[config.mk]
export PLATFORM = sky130hd
export DESIGN_NAME = router_sync_param
export DESIGN_NICKNAME = d
export VERILOG_FILES = /design/src/rtl/router_pkg.sv /design/src/rtl/router_sync_timer.sv /design/src/rtl/router_sync_param.sv
export SDC_FILE = /design/constraint.sdc
export NUM_CORES = 1
export LEC_CHECK = 0
export CORE_ASPECT_RATIO = 0.9
export CORE_MARGIN = 3
export CORE_UTILIZATION = 60
export CTS_CLUSTER_DIAMETER = 30
export DETAILED_ROUTE_END_ITERATION = 10
export DONT_BUFFER_PORTS = 1
export PLACE_DENSITY = 0.81
export SYNTH_ARGS = -nofsm -noshare
export SYNTH_HDL_FRONTEND = slang
export SYNTH_SLANG_ARGS = --single-unit
[constraint.sdc]
create_clock -name clock -period 1.3 [get_ports clock]
set_input_delay 0.26 -clock clock [delete_from_list [all_inputs] [get_ports clock]]
set_output_delay 0.26 -clock clock [all_outputs]
set_load 0.05 [all_outputs]
[src/rtl/router_pkg.sv]
// Shared router constants and elaboration helpers used across router blocks.
package router_pkg;

  localparam int unsigned DEF_NUM_CH  = 3;
  localparam int unsigned DEF_ADDR_W  = 2;
  localparam int unsigned DEF_TIMEOUT = 30;
  localparam int unsigned DEF_CNT_W   = 5;

  // Ceiling log2; clog2(1) == 0.
  function automatic int unsigned clog2(input int unsigned value);
    int unsigned result;
    result = 0;
    for (int unsigned i = 0; i < 32; i++) begin
      if ((32'd1 << i) < value) result = i + 1;
    end
    return result;
  endfunction

endpackage

[src/rtl/router_sync_timer.sv]
// Per-channel stall timer: counts stalled cycles, emits a one-cycle soft reset
// on timeout, and keeps a sticky record until software clears it.
module router_sync_timer
  import router_pkg::*;
#(
  parameter int unsigned TIMEOUT = DEF_TIMEOUT,
  parameter int unsigned CNT_W   = DEF_CNT_W
) (
  input  logic clock,
  input  logic resetn,
  input  logic stalled,
  input  logic clear_status,
  output logic soft_reset,
  output logic timeout_sticky
);

  logic [CNT_W-1:0] cnt;
  logic             hit;

  assign hit = stalled && (cnt == CNT_W'(TIMEOUT));

  // Counter restarts from zero after a timeout and on any non-stalled cycle.
  always_ff @(posedge clock or negedge resetn) begin
    if (!resetn) begin
      cnt            <= '0;
      soft_reset     <= 1'b0;
      timeout_sticky <= 1'b0;
    end else begin
      cnt        <= (stalled && !hit) ? cnt + CNT_W'(1) : '0;
      soft_reset <= hit;
      if (hit)               timeout_sticky <= 1'b1;
      else if (clear_status) timeout_sticky <= 1'b0;
    end
  end

endmodule

[src/rtl/router_sync_param.sv]
// Router synchroniser: latches the header destination, decodes FIFO write
// enables and full status, and supervises per-channel read stalls.
module router_sync_param
  import router_pkg::*;
#(
  parameter int unsigned NUM_CH  = DEF_NUM_CH,
  parameter int unsigned ADDR_W  = DEF_ADDR_W,
  parameter int unsigned TIMEOUT = DEF_TIMEOUT,
  parameter int unsigned CNT_W   = DEF_CNT_W
) (
  input  logic              clock,
  input  logic              resetn,
  input  logic              detect_add,
  input  logic              write_enb_reg,
  input  logic [ADDR_W-1:0] data_in,
  input  logic [NUM_CH-1:0] read_enb,
  input  logic [NUM_CH-1:0] empty,
  input  logic [NUM_CH-1:0] full,
  input  logic              clear_status,
  output logic [NUM_CH-1:0] write_enb,
  output logic              fifo_full,
  output logic [NUM_CH-1:0] vld_out,
  output logic [NUM_CH-1:0] soft_reset,
  output logic              addr_err,
  output logic [NUM_CH-1:0] timeout_sticky
);

  localparam int unsigned CMP_W = ADDR_W + 1;

  if (NUM_CH < 1 || NUM_CH > 8) begin : g_bad_num_ch
    $error("router_sync_param: NUM_CH must be in 1..8");
  end
  if (ADDR_W < clog2(NUM_CH)) begin : g_bad_addr_w
    $error("router_sync_param: ADDR_W too narrow for NUM_CH");
  end
  if (TIMEOUT < 1 || TIMEOUT >= (1 << CNT_W)) begin : g_bad_timeout
    $error("router_sync_param: TIMEOUT must be in 1..2**CNT_W-1");
  end

  logic [ADDR_W-1:0] fifo_addr;

  // Destination capture; the compare is widened so NUM_CH == 2**ADDR_W fits.
  always_ff @(posedge clock or negedge resetn) begin
    if (!resetn) begin
      fifo_addr <= '0;
      addr_err  <= 1'b0;
    end else if (detect_add) begin
      fifo_addr <= data_in;
      addr_err  <= ({1'b0, data_in} >= CMP_W'(NUM_CH));
    end
  end

  // Decode from the registered address only, so a same-cycle capture never bypasses.
  always_comb begin
    write_enb = '0;
    fifo_full = 1'b0;
    for (int unsigned i = 0; i < NUM_CH; i++) begin
      if (!addr_err && (fifo_addr == ADDR_W'(i))) begin
        write_enb[i] = write_enb_reg;
        fifo_full    = full[i];
      end
    end
  end

  assign vld_out = ~empty;

  for (genvar i = 0; i < NUM_CH; i++) begin : g_ch
    router_sync_timer #(
      .TIMEOUT (TIMEOUT),
      .CNT_W   (CNT_W)
    ) u_timer (
      .clock          (clock),
      .resetn         (resetn),
      .stalled        (vld_out[i] & ~read_enb[i]),
      .clear_status   (clear_status),
      .soft_reset     (soft_reset[i]),
      .timeout_sticky (timeout_sticky[i])
    );
  end

endmodule
## Yosys cells after proc, flatten, opt, wreduce, memory -nomap -nowiden

Index checks and enable logic that the tools add are counted.

| storage, ports and cells | value |
|---|---|
| bits in registers | 24 |
| input port bits | 16 |

| cells by class | value |
|---|---|
| add/subtract/negate cells | 3 |
| $lt $le $gt $ge | 1 |
| eq/ne operators | 5 |
| mux-type cells | 13 |
| bitwise logic cells | 7 |
| reduce and logical (&&, ||, !) cells | 17 |

Operators by type and width:

| kind | count |
|---|---|
| adder 5 x 1 -> 5 bit (second input constant) | 3 |
| == test 5 bit (second input constant) | 3 |
| two-way mux 5 bit | 3 |
| two-way mux 1 bit | 10 |
| logical AND 1 bit | 9 |
| nonzero test 2 bit | 3 |
| zero test 1 bit | 4 |
| AND 1 bit | 3 |
| NOT 1 bit | 3 |
| NOT 3 bit | 1 |
| == test 2 x 1 -> 1 bit (second input constant) | 1 |
| == test 2 bit (second input constant) | 1 |
| greater-or-equal comparator 2 bit (second input constant) | 1 |
| zero test 2 bit | 1 |

## Logic depth before layout (Yosys ltp)

Gate-level depths: netlist of run 1.

| depth | value |
|---|---|
| depth after elaboration | 6 |
| depth in mapped cells | 5 |
| depth with buffers taken out | 5 |

## By module

Synthesis of run 1 repeated with hierarchy kept, for this count alone.

| second synthesis, totals | value |
|---|---|
| cell total of the unflattened synthesis | 99 |
| area, all modules | 1059.8 um^2 |

By module, submodules not included:

| module | instances | cells each | area each (um^2) |
|---|---|---|---|
| router_sync_timer | 3 | 26 | 289.0 |
| router_sync_param | 1 | 21 | 192.7 |

## Least setup slack after synthesis of run 1

No wires, ideal clock.

| timing | value |
|---|---|
| kind | reg-to-output |
| start point | register addr_err |
| end point | output write_enb[0] |
| arrival time | 2.268 ns |
| slack | -1.228 ns |
| cell stages (with the launch flop) | 2 |
| buffers on the path | 0 |
| cell sequence | dfrtp_1 -> nor4b_1 |

| between the ends | value |
|---|---|
| cells in the longest elaborated chain, start to end | 3 |

RTL lines:

| what | line | source |
|---|---|---|
| start: declaration | router_sync_param.sv:24 | `output logic addr_err,` |
| start signal: assignment | router_sync_param.sv:49 | `addr_err <= ({1'b0, data_in} >= CMP_W'(NUM_CH));` |
| zero test 1 bit | router_sync_param.sv:58 | `if (!addr_err && (fifo_addr == ADDR_W'(i))) begin` |
| logical AND 1 bit | router_sync_param.sv:58 |  |
| two-way mux 1 bit | router_sync_param.sv:58 |  |
| end: declaration | router_sync_param.sv:20 | `output logic [NUM_CH-1:0] write_enb,` |

Every way passes these cells.

## Final worst setup path of run 1

| timing | value |
|---|---|
| start point | register fifo_addr[0] |
| end point | output fifo_full |

| between the ends | value |
|---|---|
| cells in the longest elaborated chain, start to end | 5 |
| elaborated cells on any way between the ends | 9 |

RTL lines:

| what | line | source |
|---|---|---|
| start: declaration | router_sync_param.sv:40 | `logic [ADDR_W-1:0] fifo_addr;` |
| start signal: assignment | router_sync_param.sv:48 | `fifo_addr <= data_in;` |
| zero test 2 bit | router_sync_param.sv:58 |  |
| logical AND 1 bit | router_sync_param.sv:58 |  |
| two-way mux 1 bit (2 in a row) | router_sync_param.sv:58 |  |
| two-way mux 1 bit (*) | router_sync_param.sv:58 |  |
| end: declaration | router_sync_param.sv:21 | `output logic fifo_full,` |

Mark *: on every way between the ends. The rest lies on a longest branch, timed or not.

==> results.cfg, run 1 <==
[layout]
drive_gt1_frac = 0.248
syn2layout_area_growth_pct = 24.4
final_util = 0.808
diodes = 0
finalNetCount = 136
design_area_sq_um = 1390

[clock_tree]
clock_latency_ns = 0.33
cts_sinks = 24
cts_tree = done
htreeDepth = 1
clk_pin_slew_ns = 0.14
cts.path.max_buffers = 2
tritoncts.num_buffers = 3
cts_root_buffer = clkbuf_4

[yosys]
ys.warnings.count = 0
syn_inst = 100
ys.flop_type = dfrtp_1
ys_seq_area_frac = 0.539
synth_edf_count = 0
synth_area_sq_um = 1110
synthTopCellsByArea = dfrtp_1 54%, ha_1 6.7%, nor2_1 6.4%
synth_cell_types = 20
syn_avg_cell_area_sq_um = 11.1
yosysTopAreaCell = dfrtp_1
synth.most_common_cell = dfrtp_1
synth-seq-cells = 24
synthTopCellsByCount = 24 x dfrtp_1, 19 x nor2_1, 8 x inv_1
syn-num-nets = 122
synth.top_cell.area_share = 0.539
synth_async_sr_flop_share = 1.00

[pwr]
total_power_w = 0.00158
p_int_w = 0.00119
power.density_nw_per_um2 = 1140
combPwrFrac = 0.154
leakagePower_nw = 0.701
power.share.clock = 0.343
vdd_drop_max_mv = 1.27
power.switching_w = 0.000397
switching_share = 0.251
p_seq_frac = 0.503

[timing]
drv_slew = 0
fin_ws_ns = -0.468
fmax_ghz = 0.566
final_hold_viol_count = 0
skew_ns = 0.0150
worst_slew_pin_slew_ns = 1.02
finalSetupViolCount = 5
slew_headroom = 0.320
min_period_over_period = 1.36
fin_crit_ns = 1.77
fin_hold_ws_ns = 0.0605
rsz0062_at_grt = true

[route]
vias = 761
wl_per_cell_um = 19.4
viasPerCell = 5.55
antenna_left = 0
dr.first_iter.drc_count = 22
wl_mm = 2.66
drtPass1Iterations = 4
drc = 0

[place]
gp_congestion = 0.729
place_hpwl_mm = 1.48
io_buffers = 0
place_area_sq_um = 1200

[global_route]
antenna_found_initial = 0
grt_pass1_wl_mm = 3.70
grt_max_degree = 25
grt.overflow.total = 0
grt_usage = 0.224
first_global_vias = 750

[setup_path]
crit_path_end_kind = output pin
worst_ep_arrival_time_ns = 1.51
critical_path_class = reg2out
worstReg2RegStart = g_ch[2].u_timer.cnt[0]
path_max_fanout = 5
crit_start = fifo_addr[0]
crit_required_ns = 1.04
critPathLaunchType = flop

[floorplan]
ios = 30
die_area_sq_um = 2410
num_rows = 14
initial_utilization = 0.649
core_sq_um = 1720
fp.dieW_um = 51.4
die_y_um = 46.9

[flow_run]
drv_cap = 0

[outcome]
violations = negative setup slack
outcome = finished, violations left

[hold_path]
worstHoldStart = data_in[0]
hold_path.class = in2reg
metal layers:
layer,global-route usage,up-vias,wire length (um)
met3,0.0762,2,130
met2,0.416,28,1450
met4,0.0890,0,16
met5,0,-,0
li1,-,345,-
met1,0.238,386,1050
stage by stage:
step / setup TNS, ns / setup slack (ns) / std cells
floorplan: -0.438 / -0.218 / 100
global placement: -0.00504 / -0.00504 / 122
detailed placement: -0.0619 / -0.0619 / 122
CTS: -1.32 / -0.362 / 135
global route: -1.84 / -0.569 / 137
finish: -1.54 / -0.468 / 137
worst max-delay path: stages, from the launching register on:
cell and delay, ns:
dfrtp_2 0.45, mux2i_1 0.29, a2bb2oi_2 0.22, nor2_2 0.07
buf_12 0.15
power by group through the flow:
stage          clock network (W)  registers [W]  logic [W]
2_1_floorplan                  0       0.000811   0.000113
3_3_place_gp                   0       0.000805   0.000168
3_5_place_dp                   0       0.000808   0.000171
4_1_cts                 0.000546       0.000794   0.000219
5_1_grt                 0.000574       0.000800   0.000258
6_report                0.000544       0.000796   0.000244
path summary, 6_finish.rpt:
path,cells after the start,slack [ns],endpoint
hold / removal,2,0.06,addr_err
hold reg to reg,1,0.50,g_ch[2].u_timer.cnt[0]
min in group asynchronous,1,0.16,g_ch[0].u_timer.cnt[3]
setup reg to reg,5,0.12,g_ch[2].u_timer.timeout_sticky
setup / recovery,4,-0.47,fifo_full
max in group asynchronous,1,0.45,fifo_addr[0]
placed cells by master (no fill, tap or decap), types with 2 or more instances in the layout:
master | Yosys | routed
dfrtp_1 | 24 | 21
nor2_1 | 19 | 18
inv_1 | 8 | 8
nand3_1 | 7 | 7
dlygate4sd3_1 | 0 | 7
xor2_1 | 6 | 6
ha_1 | 6 | 6
nand4_2 | 3 | 3
nand2_1 | 3 | 3
xnor2_1 | 3 | 3
nor3_2 | 3 | 3
a21o_1 | 3 | 3
dfrtp_2 | 0 | 3
clkbuf_4 | 0 | 3
buf_12 | 0 | 3
mux2_2 | 2 | 2
buf_4 | 6 | 2
timing repair:
action / CTS / global route
buffers inserted: 1 / 2
endpoints found under the hold margin: 28 / 0
hold buffers: 8 / 0
setup endpoints to repair: 5 / 29
cloned: 0 / 0
pin swaps: 0 / 1
resized for setup: 6 / 3
registers in the layout, summed over array words and instances, names as in the netlist:
register,flops
fifo_addr,2
g_ch.u_timer.cnt,15
addr_err,1
g_ch.u_timer.timeout_sticky,3
g_ch.u_timer.soft_reset,3
cell families (layout without fill, tap and decap cells):
| logic type | after synthesis | in the layout | synth area share |
|---|---|---|---|
| and+or+nand+nor | 39 | 39 | 0.194 |
| DFF | 24 | 24 | 0.539 |
| adders and majority gates | 6 | 6 | 0.0673 |
| muxes | 3 | 3 | 0.0292 |
| xor gates and xnor gates | 9 | 9 | 0.0707 |
| AOI/OAI and AO/OA | 5 | 5 | 0.0325 |
| buffers and inverters | 14 | 27 | 0.0673 |
layout make-up:
cell class | count | area [sq um]
Timing Repair Buffer | 15 | 184
Inverter | 8 | 30.0
Tap cell | 24 | 30.0
Clock buffer | 3 | 22.5
Sequential cell | 24 | 604
Multi-Input combinational cell | 62 | 485
Fill cell | 103 | 330
Clock inverter | 1 | 30.0
Power figures use the tool's default switching activity.
==> run 2: changes to the inputs <==
Settings changed: SKIP_CTS_REPAIR_TIMING set to 1.
==> results.cfg, run 2 (same netlist as run 1, synthesis figures left out) <==
[route]
wl_per_cell_um = 16.8
vias = 751
drtPass1Iterations = 4
antenna_left = 0
wl_mm = 2.27
drc = 0
viasPerCell = 5.56
dr.first_iter.drc_count = 11

[place]
gp_congestion = 0.729
place_hpwl_mm = 1.48
place_ws_ns = -0.0619
io_buffers = 0
place_area_sq_um = 1200

[global_route]
grt.overflow.total = 0
first_global_vias = 701
grt_pass1_wl_mm = 2.91
grt_max_degree = 25
grt_usage = 0.169
antenna_found_initial = 0

[clock_tree]
cts.path.max_buffers = 2
cts_sinks = 24
clk_pin_slew_ns = 0.13
cts_tree = done
htreeDepth = 1
clock_latency_ns = 0.32
cts_root_buffer = clkbuf_4
tritoncts.num_buffers = 3

[floorplan]
die_y_um = 46.9
initial_utilization = 0.649
core_sq_um = 1720
ios = 30
fp.dieW_um = 51.4
die_area_sq_um = 2410
num_rows = 14

[setup_path]
crit_buf_inv = 1
critical_path_class = reg2out
crit_path_end = fifo_full
r2r_slack_ns = 0.16
crit_chain = mux2i_1, a2bb2oi_2, nor2_2, buf_12
max_stage_delay_ns = 0.47
worstReg2RegStart = g_ch[2].u_timer.cnt[0]
cp_top_family = flip-flops
crit_path_end_kind = output pin
cp_slowest_cell = dfrtp_2
worst-path-stages = 4
r2r-end = g_ch[2].u_timer.cnt[4]
worst_ep_arrival_time_ns = 1.40
r2r_cells = 4
crit_required_ns = 1.04
path_max_fanout = 5
crit_start = fifo_addr[0]
critPathLaunchType = flop

[timing]
rsz0062_at_grt = true
finalSetupViolCount = 4
slew_headroom = 0.670
final_hold_viol_count = 0
drv_slew = 0
fmax_ghz = 0.604
tns_ns = -1.26
worst_slew_pin_slew_ns = 0.494
min_period_over_period = 1.27
fin_ws_ns = -0.357
skew_ns = 0.00957
fin_crit_ns = 1.66
fin_hold_ws_ns = 0.00873

[outcome]
violations = negative setup slack
outcome = finished, violations left

[pwr]
power.share.clock = 0.343
power.switching_w = 0.000377
leakagePower_nw = 0.685
switching_share = 0.242
power.density_nw_per_um2 = 1130
vdd_drop_max_mv = 1.24
p_seq_frac = 0.513
combPwrFrac = 0.143
p_int_w = 0.00118

[layout]
syn2layout_area_growth_pct = 23.0
layout_commonest_cell = dfrtp_1
diodes = 0
finalNetCount = 134
largest_reg_flops = 15
final_util = 0.799
design_area_sq_um = 1370
drive_gt1_frac = 0.243
final_cell_mix = 21 x dfrtp_1, 18 x nor2_1, 8 x inv_1
top_register = g_ch.u_timer.cnt
biggestRegsByFlops = g_ch.u_timer.cnt: 15 flops, g_ch.u_timer.soft_reset: 3 flops, g_ch.u_timer.timeout_sticky: 3 flops

[flow_run]
drv_cap = 0

[hold_path]
hold_path.class = in2reg
hold_depth = 1
## run 2: cell types whose count changed in the layout (fill, tap and decap cells not counted)
cell,delta
buf_12,+1
buf_4,-1
buf_8,-1
dlymetal6s4s_1,-1
## run 2: worst reg2reg max path, delay by kind of cell, from the launching register on
family	cells	cell delay (ns)
XOR/XNOR	1	0.20
adder cells (fa/ha/maj)	1	0.24
flip-flops	1	0.43
AND/OR/NAND/NOR	2	0.18
## run 2: layout make-up
cell class	instances	area, sq um
clock inverters	1	30.0
fillers	105	345
well taps	24	30.0
multi-input cells	62	485
clock buffers	3	22.5
inverters	8	30.0
repair buffers	13	169
flip-flops and latches	24	604
## run 2: power by group through the flow
stage / combinational, W / sequential (W) / clock [W]
final: 0.000223 / 0.000798 / 0.000534
after floorplan: 0.000113 / 0.000811 / 0
after global placement: 0.000168 / 0.000805 / 0
after global routing: 0.000236 / 0.000801 / 0.000569
after CTS: 0.000171 / 0.000794 / 0.000546
after detailed placement: 0.000171 / 0.000808 / 0
## run 2: layer usage
| layer | part of all wire | GRT usage |
|---|---|---|
| met1 | 0.37 | 0.183 |
| met5 | 0 | 0 |
| met2 | 0.54 | 0.307 |
| met3 | 0.076 | 0.0667 |
| met4 | 0.015 | 0.0628 |
## run 2: worst min path at each step
stage / startpoint / to
final: detect_add / addr_err
after global routing: detect_add / addr_err
after CTS: resetn / g_ch[0].u_timer.cnt[1]
after global placement: resetn / g_ch[0].u_timer.cnt[2]
after floorplan: resetn / addr_err
after detailed placement: resetn / g_ch[0].u_timer.cnt[3]
## run 2: stage by stage
stage,total power (W),std cells
after global routing,0.00161,135
after CTS,0.00151,126
after global placement,0.000973,122
final,0.00156,135
after floorplan,0.000924,100
after detailed placement,0.000979,122
